### config.mk
export PLATFORM = sky130hd
export DESIGN_NAME = seg7_scan_ctrl
export DESIGN_NICKNAME = d
export VERILOG_FILES = /design/src/rtl/seg7_scan_ctrl.sv
export SDC_FILE = /design/constraint.sdc
export NUM_CORES = 1
export LEC_CHECK = 0
export CORE_MARGIN = 2
export CORE_UTILIZATION = 32
export CTS_CLUSTER_SIZE = 20
export DETAILED_ROUTE_END_ITERATION = 12
export PLACE_DENSITY = 0.45
export SLEW_MARGIN = 20
export SYNTH_ARGS = -nofsm -noshare
export SYNTH_HDL_FRONTEND = slang
export SYNTH_SLANG_ARGS = --single-unit
### constraint.sdc
create_clock -name clk -period 2.45 [get_ports clk]
set_input_delay 0.49 -clock clk [delete_from_list [all_inputs] [get_ports clk]]
set_output_delay 0.49 -clock clk [all_outputs]
set_load 0.02 [all_outputs]
### src/rtl/seg7_scan_ctrl.sv
// Time-multiplexed 7-segment scan controller: one shared hex decoder, one digit lit at a time,
// all-off gap between digits, and shadow digit values that take effect only at frame boundaries.
module seg7_scan_ctrl #(
    parameter int NUM_DIGITS = 6,
    parameter int DWELL      = 1000,
    parameter int GAP        = 16
) (
    input  logic                          clk,
    input  logic                          rst_n,
    input  logic                          en_i,
    input  logic                          wr_valid_i,
    output logic                          wr_ready_o,
    input  logic [$clog2(NUM_DIGITS)-1:0] wr_idx_i,
    input  logic [3:0]                    wr_data_i,
    input  logic                          wr_blank_i,
    output logic [6:0]                    seg_n_o,
    output logic [NUM_DIGITS-1:0]         dig_en_n_o,
    output logic                          frame_done_o
);

    localparam int IW   = $clog2(NUM_DIGITS);
    localparam int MAXC = (DWELL > GAP) ? DWELL : GAP;
    localparam int CW   = $clog2(MAXC + 1);
    localparam logic [CW-1:0] DWELL_TC = CW'(DWELL - 1);
    localparam logic [CW-1:0] GAP_TC   = (GAP > 0) ? CW'(GAP - 1) : '0;
    localparam logic [IW-1:0] LAST_IDX = IW'(NUM_DIGITS - 1);

    typedef enum logic [1:0] {S_OFF, S_SHOW, S_GAP} state_t;

    state_t                      state_q, state_d;
    logic [IW-1:0]               idx_q, idx_d, idx_nxt;
    logic [CW-1:0]               cnt_q, cnt_d;
    logic                        wrap;
    logic [NUM_DIGITS-1:0][3:0]  shadow_nib_q, active_nib_q;
    logic [NUM_DIGITS-1:0]       shadow_blank_q, active_blank_q;
    logic [6:0]                  seg_q, seg_d;
    logic [NUM_DIGITS-1:0]       dig_q, dig_d;
    logic                        frame_done_q;
    logic                        wr_ready_q;
    logic                        wr_fire;

    function automatic logic [6:0] hex2seg(input logic [3:0] h);
        logic [6:0] s;
        case (h)
            4'h0: s = 7'h40;  4'h1: s = 7'h79;  4'h2: s = 7'h24;  4'h3: s = 7'h30;
            4'h4: s = 7'h19;  4'h5: s = 7'h12;  4'h6: s = 7'h02;  4'h7: s = 7'h78;
            4'h8: s = 7'h00;  4'h9: s = 7'h10;  4'hA: s = 7'h08;  4'hB: s = 7'h03;
            4'hC: s = 7'h46;  4'hD: s = 7'h21;  4'hE: s = 7'h06;  default: s = 7'h0E;
        endcase
        return s;
    endfunction

    assign idx_nxt = (idx_q == LAST_IDX) ? '0 : idx_q + 1'b1;

    always_comb begin
        state_d = state_q;
        idx_d   = idx_q;
        cnt_d   = cnt_q + 1'b1;
        wrap    = 1'b0;
        case (state_q)
            S_OFF: begin
                cnt_d = '0;
                idx_d = '0;
                if (en_i) state_d = S_SHOW;
            end
            S_SHOW: begin
                if (cnt_q == DWELL_TC) begin
                    cnt_d = '0;
                    if (GAP > 0) begin
                        state_d = S_GAP;
                    end else begin
                        idx_d = idx_nxt;
                        wrap  = (idx_q == LAST_IDX);
                    end
                end
            end
            S_GAP: begin
                if (cnt_q == GAP_TC) begin
                    cnt_d   = '0;
                    state_d = S_SHOW;
                    idx_d   = idx_nxt;
                    wrap    = (idx_q == LAST_IDX);
                end
            end
            default: begin
                state_d = S_OFF;
                cnt_d   = '0;
            end
        endcase
        if (!en_i) begin
            state_d = S_OFF;
            idx_d   = '0;
            cnt_d   = '0;
            wrap    = 1'b0;
        end
    end

    // Outputs gated by en_i so that dropping enable blanks the pins on the very next edge.
    always_comb begin
        seg_d = 7'h7F;
        dig_d = '1;
        if (state_q == S_SHOW && en_i) begin
            dig_d[idx_q] = 1'b0;
            if (!active_blank_q[idx_q]) seg_d = hex2seg(active_nib_q[idx_q]);
        end
    end

    assign wr_fire = wr_valid_i && wr_ready_q && (32'(wr_idx_i) < NUM_DIGITS);

    always_ff @(posedge clk or negedge rst_n) begin
        if (!rst_n) begin
            state_q        <= S_OFF;
            idx_q          <= '0;
            cnt_q          <= '0;
            shadow_nib_q   <= '0;
            shadow_blank_q <= '1;
            active_nib_q   <= '0;
            active_blank_q <= '1;
            seg_q          <= 7'h7F;
            dig_q          <= '1;
            frame_done_q   <= 1'b0;
            wr_ready_q     <= 1'b1;
        end else begin
            state_q      <= state_d;
            idx_q        <= idx_d;
            cnt_q        <= cnt_d;
            seg_q        <= seg_d;
            dig_q        <= dig_d;
            frame_done_q <= wrap;
            wr_ready_q   <= ~wrap;
            if (wr_fire) begin
                shadow_nib_q[wr_idx_i]   <= wr_data_i;
                shadow_blank_q[wr_idx_i] <= wr_blank_i;
            end
            // Active copy follows the shadow while idle, and otherwise only at frame wrap.
            if (state_q == S_OFF || wrap) begin
                active_nib_q   <= shadow_nib_q;
                active_blank_q <= shadow_blank_q;
            end
        end
    end

    assign seg_n_o      = seg_q;
    assign dig_en_n_o   = dig_q;
    assign frame_done_o = frame_done_q;
    assign wr_ready_o   = wr_ready_q;

endmodule

==> results_dict.tcl <==
set metrics [dict create \
    seq_area_frac_synth_pct 55.7 \
    worst_pin_slew_ns 0.492 \
    yosys-top-cells-area "dfrtp_1 (39%), dfstp_2 (17%), mux2_1 (14%)" \
    synth-adder-area-share_pct 3.05 \
    pin_count 27 \
    placementRows 41 \
    end_kind "flop" \
    post-dp-hpwl_mm 5.75 \
    crit_type "flop to flop" \
    fmax_mhz 460 \
    postCtsHoldBufs 0 \
    die_w_um 117 \
    fin_skew_ns 0.00547 \
    grt_max_degree 49 \
    die_h_um 117 \
    synthesis.area_um2 4100 \
    cts_root_buffer "clkbuf_16" \
    numCtsBuffers 9 \
    cellLeakagePower_nw 2.04 \
    cp_data_arrival_time_ns 2.44 \
    hold_viol_final 0 \
    dr_total_vias 2466 \
    core-area_um2 12600 \
    synth_area_leader_cell "dfrtp_1" \
    synth-seq-cells 90 \
    synth_simple_gate_area_share_pct 10.8 \
    drive_gt1_share_pct 20.6 \
    synth_cells 313 \
    synthXorXnorAreaFrac_pct 2.14 \
    cts_resized 0 \
    powerDensity_nw_per_um2 1050 \
    synth_top_family_by_area "multiplexers" \
    grt_overflow_total 0 \
    cts_buffer_depth 2 \
    ys_async_sr_fraction_pct 100 \
    nets 377 \
    period_needed_ns 2.17 \
    hp-class "input port to async pin" \
    period_share_pct 88.7 \
    cap_violations 0 \
    synthMuxAreaShare_pct 21.6 \
    gp_congestion 0.761 \
    outcome "finished clean" \
    yosysWarningCount 0 \
    ant_nets 0 \
    die_area_um2 13700 \
    synth_edf_count 0 \
    worstSetupStartpointType "flop" \
    max-slew-margin-rel_pct 67.1 \
    worstPathMaxFanout 12 \
    antenna_found_initial 0 \
    synth_fp_nets 335 \
    setup_tns_ns 0 \
    grt_pass1_wl_mm 13.4 \
    drtIter0Drc 108 \
    totalWireLength_mm 8.08 \
    cts_tree "done" \
    grt_pass1_vias 2507 \
    area.growth.synth_to_final_pct 20.5 \
    detail_route.vias_per_cell 4.64 \
    synth_top_area_share_pct 39.1 \
    setup-violations-final 0 \
    insertion_delay_ns 0.34 \
    ir_drop_v 0.000514 \
    cp_data_required_time_ns 2.72 \
    grt_usage_pct 13.2 \
    totalPowerFinal_mw 5.18 \
    cts_setup_buffers 0 \
    synth_cell_type_count 45 \
    port_buffers 26 \
    htree_levels 3 \
    slew_viol_final 0 \
    diodes 0 \
    clock_sinks 90 \
    path_clk_slew_ns 0.06 \
    drcViolationCount 0 \
    rsz0062_at_grt "false" \
    synth_compound_area_share_pct 4.24 \
    syn_area_per_cell_um2 13.1 \
    wl_per_cell_um 15.2 \
    start_util_pct 32.6 \
    first_pass_iters 4 \
    ys.flop_type "dfrtp_1" \
]
==> synth_stat cells (2+ instances only) <==
library cell	number
nand2b_1	4
and2_1	2
mux2_2	10
buf_2	5
nor2_1	25
o22ai_1	2
nor3_1	3
o221ai_1	4
xnor2_1	8
nand2_1	19
nand4_1	2
mux2i_1	17
nor4_1	3
ha_1	10
or3_1	3
nor3b_1	2
and3_1	6
a21oi_1	3
xor2_1	2
dfstp_2	26
inv_1	8
mux2_1	52
buf_6	3
dfrtp_1	64
nor2b_1	6
nand3_1	5
==> flip-flops by register name (all words and copies together), names as in the netlist <==
register	flops
frame_done_o	1
state_q	2
wr_ready_o	1
active_nib_q	24
seg_n_o	7
idx_q	3
shadow_nib_q	24
active_blank_q	6
dig_en_n_o	6
cnt_q	10
shadow_blank_q	6
==> worst max-delay path, stage by stage, from the launching register on <==
cell and delay [ns]:
dfrtp_1 0.50, buf_4 0.21, nand2b_1 0.20, o221ai_2 0.34
inv_1 0.16, ha_1 0.31, inv_1 0.06, nor3_1 0.05
a211o_1 0.28
==> final timing paths <==
check | start | endpoint | slack (ns) | depth (start not counted)
worst max-delay path | idx_q[2] | seg_n_o[1] | 0.28 | 8
worst min-delay path | rst_n | cnt_q[5] | 0.04 | 1
worst max register to register | idx_q[2] | seg_n_o[1] | 0.28 | 8
worst min register to register | cnt_q[0] | cnt_q[0] | 0.45 | 1
max in group asynchronous | rst_n | seg_n_o[3] | 1.77 | 2
min in group clk | cnt_q[0] | cnt_q[0] | 0.45 | 1
==> report_power, final <==
part	leakage (nW)	internal [mW]	switching, mW
clock	0.143	0.819	0.562
sequential	1.07	1.98	0.239
combinational	0.830	0.783	0.795
total	2.04	3.58	1.60
==> layout make-up <==
cell class                      instances  area [um2]
Clock buffer                           12         246
Clock inverter                          4        51.3
Fill cell                            1207        7630
Inverter                                8        30.0
Multi-Input combinational cell        205        1720
Sequential cell                        90        2280
Tap cell                              172         215
Timing Repair Buffer                   41         395
==> metal layers <==
metal / GRT usage, % / up-vias / part of all wire (%)
met2: 20.4 / 25 / 46
met1: 17.7 / 1243 / 49
met3: 3.91 / 8 / 3.1
li1: - / 1190 / -
met4: 4.24 / 0 / 1.2
met5: 0 / - / 0
==> cell families (layout without fill, tap and decap cells) <==
| group | Yosys count | in the layout |
|---|---|---|
| compound gates | 19 | 19 |
| xor+xnor | 10 | 10 |
| fa+ha+maj | 10 | 10 |
| buf+inv | 18 | 65 |
| flops | 90 | 90 |
| mux | 80 | 80 |
| simple gates | 86 | 86 |
==> per-stage QoR <==
stage | area [um2] | worst slack (ns) | hold WS [ns] | utilization (%) | instances
2_1_floorplan | 4100 | 0.216 | 0.194 | - | 313
3_3_place_gp | 4640 | 0.213 | 0.402 | 36.9 | 516
3_5_place_dp | 4640 | 0.232 | 0.405 | 36.9 | 516
4_1_cts | 4940 | 0.248 | 0.0375 | 39.3 | 532
5_1_grt | 4940 | 0.0612 | 0.0407 | 39.3 | 532
6_report | 4940 | 0.278 | 0.0379 | 39.3 | 532
==> cells in the final DEF, fill, tap and decap left out, types with 2 or more instances in the layout <==
| cell type | instances |
|---|---|
| inv_1 | 8 |
| clkbuf_16 | 9 |
| dfstp_2 | 26 |
| o22ai_1 | 2 |
| nand4_1 | 2 |
| clkbuf_1 | 2 |
| buf_12 | 2 |
| mux2i_1 | 17 |
| dfrtp_1 | 64 |
| buf_4 | 14 |
| mux2_2 | 10 |
| ha_1 | 10 |
| clkdlybuf4s50_1 | 25 |
| or3_1 | 3 |
| xnor2_1 | 8 |
| nor4_1 | 3 |
| a21oi_1 | 3 |
| xor2_1 | 2 |
| and2_1 | 2 |
| and3_1 | 6 |
| nand3_1 | 5 |
| nand2_1 | 19 |
| nor2_1 | 24 |
| nand2b_1 | 4 |
| nor3b_1 | 2 |
| nor3_1 | 3 |
| o221ai_1 | 4 |
| nor2b_1 | 6 |
| mux2_1 | 52 |
(Power assumes the default switching activity.)
